===== config.mk =====
export PLATFORM = sky130hd
export DESIGN_NAME = param_control_core
export DESIGN_NICKNAME = d
export VERILOG_FILES = /design/src/rtl/param_core_pkg.sv /design/src/rtl/cpu_regfile.sv /design/src/rtl/param_control_core.sv
export SDC_FILE = /design/constraint.sdc
export NUM_CORES = 1
export LEC_CHECK = 0
export ABC_AREA = 1
export CAP_MARGIN = 0
export CORE_UTILIZATION = 42
export CTS_CLUSTER_SIZE = 16
export DETAILED_ROUTE_END_ITERATION = 10
export GPL_ROUTABILITY_DRIVEN = 0
export HOLD_SLACK_MARGIN = 0.15
export SETUP_SLACK_MARGIN = 0.1
export SLEW_MARGIN = 10
export SYNTH_ARGS = -nofsm -noshare
export SYNTH_HDL_FRONTEND = slang
export SYNTH_HIERARCHICAL = 1
export SYNTH_SLANG_ARGS = --single-unit
export TNS_END_PERCENT = 30

===== constraint.sdc =====
create_clock -name clock_i -period 4.1 [get_ports clock_i]
set_input_delay 0.82 -clock clock_i [delete_from_list [all_inputs] [get_ports clock_i]]
set_output_delay 0.82 -clock clock_i [all_outputs]
set_load 0.005 [all_outputs]

===== src/rtl/param_core_pkg.sv =====
// ============================================================================
//  Module      : param_core_pkg
//  Description : Opcodes, FSM state encoding and instruction field offsets
//                shared by the parametrised control core.
//  Revision    : 1.0 - initial release
// ============================================================================
`default_nettype none

package param_core_pkg;

    localparam logic [3:0] OP_NOP  = 4'h0;
    localparam logic [3:0] OP_ADD  = 4'h1;
    localparam logic [3:0] OP_INV  = 4'h2;
    localparam logic [3:0] OP_SUB  = 4'h3;
    localparam logic [3:0] OP_AND  = 4'h4;
    localparam logic [3:0] OP_JFL  = 4'h5;
    localparam logic [3:0] OP_JFE  = 4'h6;
    localparam logic [3:0] OP_JFG  = 4'h7;
    localparam logic [3:0] OP_OR   = 4'h8;
    localparam logic [3:0] OP_XOR  = 4'h9;
    localparam logic [3:0] OP_HALT = 4'hA;

    typedef enum logic [1:0] {
        ST_FETCH = 2'd0,
        ST_EXEC  = 2'd1,
        ST_HALT  = 2'd2
    } state_e;

    // Word layout from MSB: op(4) a_reg(1) A(DW) b_reg(1) B(DW) dest(RW)
    function automatic int instr_w(input int dw, input int rw);
        return 4 + 2 * (dw + 1) + rw;
    endfunction

    function automatic int a_flag_pos(input int dw, input int rw);
        return instr_w(dw, rw) - 5;
    endfunction

    function automatic int a_lsb(input int dw, input int rw);
        return instr_w(dw, rw) - 5 - dw;
    endfunction

    function automatic int b_flag_pos(input int dw, input int rw);
        return instr_w(dw, rw) - 6 - dw;
    endfunction

    function automatic int src_lsb(input int dw, input int rw);
        return instr_w(dw, rw) - 4 - rw;
    endfunction

endpackage

`default_nettype wire


===== src/rtl/cpu_regfile.sv =====
// ============================================================================
//  Module      : cpu_regfile
//  Description : Register file, two operand reads + one debug read (async),
//                one synchronous write, synchronous clear.
//  Revision    : 1.0 - initial release
// ============================================================================
`default_nettype none

module cpu_regfile #(
    parameter int  DATA_W = 8,
    parameter int  NREGS  = 16,
    localparam int RSEL_W = $clog2(NREGS)
) (
    input  logic              clk_i,
    input  logic              rst_i,
    input  logic              we_i,
    input  logic [RSEL_W-1:0] waddr_i,
    input  logic [DATA_W-1:0] wdata_i,
    input  logic [RSEL_W-1:0] raddr_a_i,
    output logic [DATA_W-1:0] rdata_a_o,
    input  logic [RSEL_W-1:0] raddr_b_i,
    output logic [DATA_W-1:0] rdata_b_o,
    input  logic [RSEL_W-1:0] dbg_addr_i,
    output logic [DATA_W-1:0] dbg_data_o
);

    logic [DATA_W-1:0] regs_q [NREGS];

    for (genvar gi = 0; gi < NREGS; gi++) begin : g_reg
        always_ff @(posedge clk_i) begin
            if (rst_i) begin
                regs_q[gi] <= '0;
            end else if (we_i && (waddr_i == RSEL_W'(gi))) begin
                regs_q[gi] <= wdata_i;
            end
        end
    end

    assign rdata_a_o  = regs_q[raddr_a_i];
    assign rdata_b_o  = regs_q[raddr_b_i];
    assign dbg_data_o = regs_q[dbg_addr_i];

endmodule

`default_nettype wire


===== src/rtl/param_control_core.sv =====
// ============================================================================
//  Module      : param_control_core
//  Description : Multi-cycle fetch/execute control core with ALU, flags,
//                conditional jumps, HALT and a debug register read port.
//  Revision    : 1.0 - initial release
// ============================================================================
`default_nettype none

module param_control_core
    import param_core_pkg::*;
#(
    parameter int  DATA_W  = 8,
    parameter int  NREGS   = 16,
    parameter int  ADDR_W  = 16,
    localparam int RSEL_W  = $clog2(NREGS),
    localparam int INSTR_W = 4 + 2 * (DATA_W + 1) + RSEL_W
) (
    input  logic               clock_i,
    input  logic               reset_i,
    output logic [ADDR_W-1:0]  instr_ptr_o,
    output logic               fetch_req_o,
    input  logic [INSTR_W-1:0] instr_i,
    input  logic               instr_valid_i,
    input  logic [RSEL_W-1:0]  dbg_sel_i,
    output logic [DATA_W-1:0]  dbg_data_o,
    output logic               flag_c_o,
    output logic               flag_z_o,
    output logic               retired_o,
    output logic               halted_o
);

    localparam int C_A_FLAG  = a_flag_pos(DATA_W, RSEL_W);
    localparam int C_A_LSB   = a_lsb(DATA_W, RSEL_W);
    localparam int C_B_FLAG  = b_flag_pos(DATA_W, RSEL_W);
    localparam int C_SRC_LSB = src_lsb(DATA_W, RSEL_W);

    state_e               state_q, state_d;
    logic [INSTR_W-1:0]   ir_q;
    logic [ADDR_W-1:0]    ip_q, ip_d;
    logic                 c_q, c_d, z_q, z_d;

    logic [3:0]           w_op;
    logic [DATA_W-1:0]    w_a_imm, w_b_imm, w_rd_a, w_rd_b, w_opa, w_opb, w_res;
    logic [RSEL_W-1:0]    w_ra, w_dest, w_src;
    logic [ADDR_W-1:0]    w_target;
    logic [DATA_W:0]      w_sum;
    logic                 w_is_jump, w_alu, w_we;

    assign w_op      = ir_q[INSTR_W-1 -: 4];
    assign w_a_imm   = ir_q[C_A_LSB +: DATA_W];
    assign w_b_imm   = ir_q[RSEL_W +: DATA_W];
    assign w_dest    = ir_q[RSEL_W-1:0];
    assign w_src     = ir_q[C_SRC_LSB +: RSEL_W];
    assign w_target  = ir_q[ADDR_W-1:0];
    assign w_is_jump = (w_op == OP_JFL) || (w_op == OP_JFE) || (w_op == OP_JFG);

    // Port A doubles as the jump-condition source read
    assign w_ra  = w_is_jump ? w_src : w_a_imm[RSEL_W-1:0];
    assign w_opa = ir_q[C_A_FLAG] ? w_rd_a : w_a_imm;
    assign w_opb = ir_q[C_B_FLAG] ? w_rd_b : w_b_imm;

    cpu_regfile #(
        .DATA_W (DATA_W),
        .NREGS  (NREGS)
    ) u_regfile (
        .clk_i      (clock_i),
        .rst_i      (reset_i),
        .we_i       (w_we),
        .waddr_i    (w_dest),
        .wdata_i    (w_res),
        .raddr_a_i  (w_ra),
        .rdata_a_o  (w_rd_a),
        .raddr_b_i  (w_b_imm[RSEL_W-1:0]),
        .rdata_b_o  (w_rd_b),
        .dbg_addr_i (dbg_sel_i),
        .dbg_data_o (dbg_data_o)
    );

    always_comb begin
        state_d = state_q;
        ip_d    = ip_q;
        c_d     = c_q;
        z_d     = z_q;
        w_we    = 1'b0;
        w_alu   = 1'b0;
        w_res   = '0;
        w_sum   = {1'b0, w_opa} + {1'b0, w_opb};
        case (state_q)
            ST_FETCH: begin
                if (instr_valid_i) state_d = ST_EXEC;
            end
            ST_EXEC: begin
                state_d = ST_FETCH;
                ip_d    = ip_q + ADDR_W'(1);
                case (w_op)
                    OP_ADD: begin w_alu = 1'b1; w_res = w_sum[DATA_W-1:0]; c_d = w_sum[DATA_W]; end
                    OP_INV: begin w_alu = 1'b1; w_res = ~w_opa;         c_d = 1'b0; end
                    OP_SUB: begin w_alu = 1'b1; w_res = w_opa - w_opb;  c_d = (w_opa < w_opb); end
                    OP_AND: begin w_alu = 1'b1; w_res = w_opa & w_opb;  c_d = 1'b0; end
                    OP_OR:  begin w_alu = 1'b1; w_res = w_opa | w_opb;  c_d = 1'b0; end
                    OP_XOR: begin w_alu = 1'b1; w_res = w_opa ^ w_opb;  c_d = 1'b0; end
                    OP_JFL: if (w_rd_a[DATA_W-1]) ip_d = w_target;
                    OP_JFE: if (w_rd_a == '0) ip_d = w_target;
                    OP_JFG: if ((w_rd_a != '0) && !w_rd_a[DATA_W-1]) ip_d = w_target;
                    OP_HALT: begin state_d = ST_HALT; ip_d = ip_q; end
                    default: ;
                endcase
                if (w_alu) begin
                    w_we = 1'b1;
                    z_d  = (w_res == '0);
                end
            end
            ST_HALT: ;
            default: state_d = ST_FETCH;
        endcase
    end

    always_ff @(posedge clock_i) begin
        if (reset_i) begin
            state_q <= ST_FETCH;
            ip_q    <= '0;
            c_q     <= 1'b0;
            z_q     <= 1'b0;
            ir_q    <= '0;
        end else begin
            state_q <= state_d;
            ip_q    <= ip_d;
            c_q     <= c_d;
            z_q     <= z_d;
            if ((state_q == ST_FETCH) && instr_valid_i) ir_q <= instr_i;
        end
    end

    // Status outputs read as idle while reset is held
    assign instr_ptr_o = ip_q;
    assign flag_c_o    = c_q;
    assign flag_z_o    = z_q;
    assign fetch_req_o = (state_q == ST_FETCH) && !reset_i;
    assign retired_o   = (state_q == ST_EXEC)  && !reset_i;
    assign halted_o    = (state_q == ST_HALT)  && !reset_i;

endmodule

`default_nettype wire

==> impl_results.md <==
* Vias at 13300
* Fmax at around 0.26 GHz
* Predominant post-synthesis flop cell: edfxtp_1
* Post-place instance area at about 0.014 mm2
* Syn Nets at 1963
* Worst setup EP type: flop
* CP dominant cell by count: nand2_1
* Initial antenna violation count at 0
* Placed insts at approximately 2300
* Ys async rst share at 0%
* ANT cells at 0
* Slew Limit Fails at 0
* Area leader, netlist: edfxtp_1
* Reg area at about 0.0048 mm2
* Yosys top cell area share at a little under a third
* GRT Overall Usage at 29.94%
* RSZ-0062 raised after global routing: true
* Clock root buffer: clkbuf_16
* Grt ovf at 0
* Area contributors post-synth: edfxtp_1 (31%), nand2_1 (17%), nand3_1 (16%)
* CTS tree: built
* Synth Area per Inst at about 6.6 um2
* Met3 usage at 5.599%
* Synth warnings at 6
* CP max-delay cell: dfxtp_1
* Met1 Usage GRT at 38.36%
* Clock latency on the worst-skew pair at 0.46 ns
* Final hold vios at 0
* Avg WL per Cell at 19.59 um
* Setup crit start kind: flop
* Grt peak-use layer: met2
* Vias in the first global route at approximately 12000
* WHS Path Cells at 2
* Yosys cell types at between 40 and 50
* Hold Crit Class: reg -> reg
* Die Ht at 174.4 um
* Crit Path Class: reg -> reg
* # IOs at 62
* Number of routed nets with antenna violations at 0
* CP max stage delay at 0.34 ns
* DIE WIDTH at ~170 um
* Largest net degree at the start of global routing at 65
* Nets at 2026
* Crit path arrival time at 4.10 ns
* Setup Viol. Count Final at 0
* Clock Skews at around 0.017 ns
* Pre-antenna DRT Iters at 6
* R2R cell count at 28
* Max-cap violations at 0
* PD cells at 347.7 mW/mm2
* Avg Vias per Cell at roughly 5.6
* Core ar. at a little under 0.03 mm2
* Layout cells sized above 1 at a little over a tenth
* # DRC at 0
* Post-cts hold buffer count at 0
* Area delta synth->final at 19.51%
* Post-synthesis sequential area ratio at a little under two fifths
* Initial drt markers at between 2000 and 2500
* Die ar. at approximately 0.030 mm2
* Initial Utilization at between 40% and 50%
* Post-Syn Instances at ~1900
* TritonCTS buffer count at 17
* H-tree Lvls at 4
* Reg clk slew, reported paths at 0.08 ns
* CTS sink count at ~170
* Outcome: finished, final reports clean
* Site Rows at 62
* Post-synthesis register bit count at about 170
* First-pass GRT wire length at about 69000 um
* Final instance area at ~0.015 mm2
* Multi-input logic area at between 0.006 and 0.007 mm2
* Post-synth EDFFs at roughly 130
* Non-filler cells, final at about 2400
* Slew HR at between 20 and 25%
* Critical Path RT at 4.29 ns
* Period minus WS final at roughly 3.9 ns
* Max Root-Sink Buffers at 2
* GR Util met2 at around 48%
* Synthesized cell area at ~0.012 mm2
* I/O Buffers at between 60 and 70
* Post-DP HPWL at about 32000 um
* Max VDD drop at between 0.2 and 0.25 mV
* Tcrit/Tclk final at between 90% and 100%
* Fillers at ~2900
* Least-Margin Pin Slew at between 1 and 1.5 ns
* CP max FO at 16
* Final WL at 46300 um
* P_leak at about 6.7 nW
critical path, delay by kind of cell (launching register included):
family,cells,cell delay [ns]
simple gates,17,1.54
flops,1,0.34
buf+inv,8,1.09
fa+ha+maj,1,0.26
compound gates,2,0.38
logic make-up (layout without fill, tap and decap cells):
family	Yosys count	after routing	share of synthesized area, %
buffers and inverters	343	419	10.82
and+or+nand+nor	1219	1219	42.03
adders and majority gates	27	27	2.827
AOI/OAI and AO/OA	136	136	5.865
DFF	174	174	38.18
xor gates and xnor gates	4	4	0.2807
final cells by class:
type / instances / share of cell area (%)
Clock inverter: 15 / 1.141
Sequential cell: 174 / 31.99
Tap cell: 384 / 3.221
Inverter: 241 / 6.200
Clock buffer: 17 / 2.852
Multi-Input combinational cell: 1386 / 44.19
Timing Repair Buffer: 146 / 10.41
power breakdown:
part | switching (W) | leakage (nW) | total, W | internal [W]
clock network | 0.000822 | 0.291 | 0.00164 | 0.000822
registers | 0.0000462 | 1.72 | 0.00200 | 0.00195
logic | 0.000996 | 4.66 | 0.00154 | 0.000544
total | 0.00186 | 6.67 | 0.00518 | 0.00332
cell usage in the layout (no fill, tap or decap), drive strengths merged, types with 8 or more instances in the layout:
cell / instances
nand2: 553
nand3: 390
inv: 247
nor2: 240
edfxtp: 128
o21ai: 81
buf: 81
clkdlybuf4s50: 60
dfxtp: 46
a21oi: 34
ha: 25
clkbuf: 22
nand4: 11
or2: 9
nor3: 8
synthesized netlist by cell type, drive strengths merged, types with 9 or more instances:
| master | instances |
|---|---|
| o21ai | 81 |
| nand4 | 11 |
| a21oi | 34 |
| inv | 241 |
| buf | 48 |
| ha | 25 |
| nand3 | 390 |
| dfxtp | 46 |
| clkbuf | 54 |
| or2 | 9 |
| edfxtp | 128 |
| nor2 | 240 |
| nand2 | 553 |
stage by stage:
step	util (%)	setup TNS, ns	hold slack (ns)	power (W)	setup slack, ns
after CTS	50.03	0	0.4839	0.005039	0.06928
final	51.54	0	0.4802	0.005185	0.1979
after global placement	47.72	0	0.4609	0.003371	0.05906
after global routing	51.54	-0.001088	0.5170	0.005403	-0.0006639
after detailed placement	47.72	-0.06171	0.4682	0.003383	-0.02290
after floorplan	-	0	0.4358	0.002885	0.1990
layer usage:
layer | part of all wire [%] | up-vias
li1 | - | 6249
met2 | 45 | 762
met4 | 5.7 | 0
met1 | 40 | 6154
met3 | 9.3 | 135
met5 | 0 | -
state kept, by name, summed over array words and instances (netlist names):
| name | count |
|---|---|
| flag_z_o | 1 |
| instr_ptr_o | 16 |
| u_regfile/regs_q | 128 |
| state_q | 2 |
| flag_c_o | 1 |
| ir_q | 26 |
repair_timing:
action                     CTS  global route
pin swaps                    1            11
gates cloned                 1             4
buffers inserted             4            11
setup endpoints to repair   97           114
resized for setup            4            76
worst paths after layout:
check                           slack [ns]                  start                                   end
worst max-delay path                  0.20  ir_q[22]$_SDFFE_PP0P_  u_regfile/regs_q[6][6]$_SDFFCE_PN0P_
worst max register to register        0.20  ir_q[22]$_SDFFE_PP0P_  u_regfile/regs_q[6][6]$_SDFFCE_PN0P_
worst min register to register        0.48  flag_z_o$_SDFFE_PP0P_                 flag_z_o$_SDFFE_PP0P_
worst min-delay path                  0.48  flag_z_o$_SDFFE_PP0P_                 flag_z_o$_SDFFE_PP0P_
Note: power is estimated with default switching activity, not from simulation.
==> RTL edit 1 (same flow settings) <==
Take the reset off `ip_q` and load it in a clocked block of its own.
--- a/src/rtl/param_control_core.sv
+++ b/src/rtl/param_control_core.sv
@@ -120,3 +120,2 @@
             state_q <= ST_FETCH;
-            ip_q    <= '0;
             c_q     <= 1'b0;
@@ -126,3 +125,2 @@
             state_q <= state_d;
-            ip_q    <= ip_d;
             c_q     <= c_d;
@@ -131,2 +129,6 @@
         end
+    end
+
+    always_ff @(posedge clock_i) begin
+        ip_q <= ip_d;
     end
Formal check against the unedited RTL: differs if reset_i is asserted again (counterexample within 4 cycles, from zero or initial values and one cycle with reset_i high); with reset_i held inactive, the same outputs for 4 cycles.
==> RTL edit 1 against the unedited design <==
Total power up 2.5%. Maximum frequency up 0.70%. Count of clock-buffer cells in the layout up 2. Synthesized area down 0.64%. Final area down 1.4%. Worst setup slack better by 0.027 ns. Sequential cell count unchanged. Die area down 0.64%. Routed wire length up 0.32%. Critical path type unchanged. Highest routed layer unchanged.
==> RTL edit 1: results (changes against the unedited design) <==
EDFF count, synth: 144 (was 128)
worst-case reg-to-reg path depth: 26 (was 28)
non-filler cells, final: 2305 (was 2363)
worst-margin pin slew: 1.299 ns (was 1.179 ns)
hpwl dp: 31310 µm (was 31970 µm)
top post-synthesis cells by area: edfxtp_1, nand2_1, nand3_1 (unchanged)
Synth top cells by count: nand2_1, nand3_1, inv_1 (unchanged)
IO Port Bufs: 61 (unchanged)
Leak: 6.517 nW (was 6.665 nW)
met1 WL: 18620 µm (was 18370 µm)
Global Route Usage Sum: 0.3000 (was 0.2994)
status: finished, final reports clean (unchanged)
CP Data Arrival Time: 4.04 ns (was 4.10 ns)
Comb group: 1.51 mW
DR vias/cell: 5.631 (was 5.628)
first-pass GRT wire length: 69260 µm (was 69280 µm)
Sw Ratio: 0.3509 (was 0.3596)
Synth Area in Adders: 0.02846 (was 0.02827)
CTS Root Buffer Type: clkbuf_16 (unchanged)
Avg Cell Area, Syn: 6.695 µm² (was 6.558 µm²)
share of layout cells above drive strength 1: 0.08850 (was 0.1061)
Bufs on Longest Clock Path: 2 (unchanged)
max FFs per register: 128 (unchanged)
Placed Cells: 2263 (was 2311)
met3 wire len: 4924 µm (was 4316 µm)
mux contribution to synthesized area: 0 (unchanged)
vias in the first global route: 11879 (was 12175)
VDD IR max: 275.6 µV (was 213.9 µV)
complex-gate fraction of the synthesized area: 0.04955 (was 0.05865)
DR iter-0 viols: 1774 (was 2097)
Critical Path Fanout Max: 16 (unchanged)
distinct cell type count after synthesis: 38 (was 41)
Syn Nets: 1912 (was 1963)
WL/cell: 20.15 µm (was 19.59 µm)
clk pwr: 1.77 mW (was 1.64 mW)
Synth Area in XOR/XNOR: 0.006357 (was 0.002807)
Placement Setup Slack: 0.01499 ns (was -0.02290 ns)
metal2 WL: 21300 µm (was 20990 µm)
hold path cells: 2 (unchanged)
Cell Area, Placed: 13760 µm² (was 13810 µm²)
CTS buffer count: 17 (unchanged)
nets: 1968 (was 2026)
Setup Skew: 0.01880 ns (was 0.01734 ns)
worst skew pair latency: 0.44 ns (was 0.46 ns)
Seq/Total Area, Yosys: 0.3972 (was 0.3818)
H-tree depth: 4 (unchanged)
first-pass iteration count of the detailed router: 7 (was 6)
-- RTL edit 1: changes by cell type after synthesis, sizes merged, moves of 4 or more --
| cell | before | now |
|---|---|---|
| a21oi | 34 | 26 |
| inv | 241 | 227 |
| edfxtp | 128 | 144 |
| dfxtp | 46 | 30 |
| nand4 | 11 | 16 |
| nor3 | 8 | 4 |
| buf | 48 | 44 |
| o21ai | 81 | 76 |
| o211ai | 7 | 0 |
| nor2 | 240 | 226 |
-- RTL edit 1: timing repair --
| item | CTS | global route |
|---|---|---|
| endpoints found under the setup margin | 16 | 98 |
| gates resized for setup | 2 | 49 |
| pin swaps | 1 | 8 |
| buffers inserted | 1 | 5 |
| gates cloned | 0 | 4 |
-- RTL edit 1: worst reg2reg max path: cells and delay by family (launching register included) --
family	cells	cell delay [ns]
buffers and inverters	8	1.06
AO/OA/AOI/OAI	3	0.54
AND/OR/NAND/NOR	14	1.33
adder cells (fa/ha/maj)	1	0.34
flip-flops	1	0.35
-- RTL edit 1: per-layer routing --
metal / global-route usage / vias to the layer above
li1: - / 6095
met1: 0.3880 / 5923
met2: 0.4867 / 838
met3: 0.07061 / 123
met4: 0.1107 / 0
met5: 0 / -
-- RTL edit 1: path summary, 6_finish.rpt --
kind              startpoint                 endpoint  slack (ns)
setup / recovery    ir_q[25]  u_regfile/regs_q[15][6]        0.22
setup reg to reg    ir_q[25]  u_regfile/regs_q[15][6]        0.22
hold reg to reg     flag_z_o                 flag_z_o        0.48
hold / removal      flag_z_o                 flag_z_o        0.48
-- RTL edit 1: area by class of cell --
type	instances	area [µm²]
Multi-Input combinational cell	1354	6374
Inverter	227	854.6
Fill cell	2885	14150
Sequential cell	174	4926
Timing Repair Buffer	134	1429
Tap cell	384	480.5
Clock buffer	19	464.2
Clock inverter	13	178.9
==> RTL edit 2 (config.mk and constraints unchanged) <==
Made on the original files. Set the parameter `ADDR_W` to 15 (it was 16).
--- a/src/rtl/param_control_core.sv
+++ b/src/rtl/param_control_core.sv
@@ -13,3 +13,3 @@
     parameter int  NREGS   = 16,
-    parameter int  ADDR_W  = 16,
+    parameter int  ADDR_W  = 15,
     localparam int RSEL_W  = $clog2(NREGS),
Ports: changed (resized instr_ptr_o); port bits go from 62 to 61. No check against the original RTL was run, so the function may have changed too.
==> RTL edit 2 against the unedited design <==
Worst setup slack gained 0.053 ns. Critical path type unchanged. Non-clock buffer count shrank 2. Final cell count shrank 0.34%. Final area shrank 0.79%. Total power grew 0.36%. Routed wire length grew 0.77%. Highest routed layer unchanged. Synthesized area shrank 0.48%. Sequential cell count shrank 1. Clock skew shrank 0.0026 ns. Count of clock-buffer cells in the layout is the same. Sequential share of layout area grew 0.094 points.
==> RTL edit 2: results (changes against the unedited design) <==
seq_cells: 173 (was 174)
met1 Track Usage GR: 0.4092 (was 0.3836)
Global Route Usage Sum: 0.3019 (was 0.2994)
first-pass GRT wire length: 69590 µm (was 69280 µm)
met1 WL: 18780 µm (was 18370 µm)
non-filler cells, final: 2355 (was 2363)
Layout fillers: 2917 (was 2883)
Tot Pwr: 5.204 mW (was 5.185 mW)
hpwl dp: 31380 µm (was 31970 µm)
grt met3 use: 0.05009 (was 0.05599)
largest net degree at the start of global routing: 68 (was 65)
Syn Nets: 1958 (was 1963)
CP Data Arrival Time: 4.03 ns (was 4.10 ns)
Synth top cells by count: nand2_1, nand3_1, nor2_1 (was nand2_1, nand3_1, inv_1)
WL/cell: 19.81 µm (was 19.59 µm)
Plain + repair buffers: 144 (was 146)
worst skew pair latency: 0.44 ns (was 0.46 ns)
global-route track usage on met2: 0.4743 (was 0.4763)
CTS resizes: 7 (was 4)
clk cell area share: 0.04067 (was 0.03993)
DR vias/cell: 5.665 (was 5.628)
met3 wire len: 5114 µm (was 4316 µm)
clk pwr: 1.68 mW (was 1.64 mW)
area grow syn2layout: 19.14% (was 19.51%)
Util after Layout: 0.5114 (was 0.5154)
Leak: 6.662 nW (was 6.665 nW)
Critical Path Fanout Max: 20 (was 16)
metal2 WL: 20790 µm (was 20990 µm)
sequential share of power: 0.383 (was 0.386)
NonClk Buf Share: 0.1079 (was 0.1041)
share of layout cells above drive strength 1: 0.08879 (was 0.1061)
Setup Skew: 0.01470 ns (was 0.01734 ns)
Crit path largest cell delay: 0.32 ns (was 0.34 ns)
internal power: 3.361 mW (was 3.320 mW)
FF/Latch Area: 4747 µm² (was 4771 µm²)
vias in the first global route: 11976 (was 12175)
status: finished, final reports clean (unchanged)
VDD IR max: 264.4 µV (was 213.9 µV)
==> RTL edit 2: cells by family (layout without fill, tap and decap cells) <==
logic type,count (synthesis),after routing,share of synthesized area
AOI/OAI and AO/OA,129,129,0.05672
xor gates and xnor gates,5,5,0.003527
adders and majority gates,27,27,0.02841
buffers and inverters,344,417,0.1093
DFF,173,173,0.3820
and+or+nand+nor,1220,1220,0.4200
==> RTL edit 2: path summary, 6_finish.rpt <==
kind,from,end,depth (start not counted),slack [ns]
worst max-delay path,ir_q[23],u_regfile/regs_q[4][6],29,0.25
worst min-delay path,flag_z_o,flag_z_o,2,0.48
worst max register to register,ir_q[23],u_regfile/regs_q[4][6],29,0.25
worst min register to register,flag_z_o,flag_z_o,2,0.48
==> RTL edit 2: worst min-delay path: stages (launching register included) <==
cell,delay (ns)
dfxtp_1,0.32
nand2_1,0.06
a21oi_1,0.06
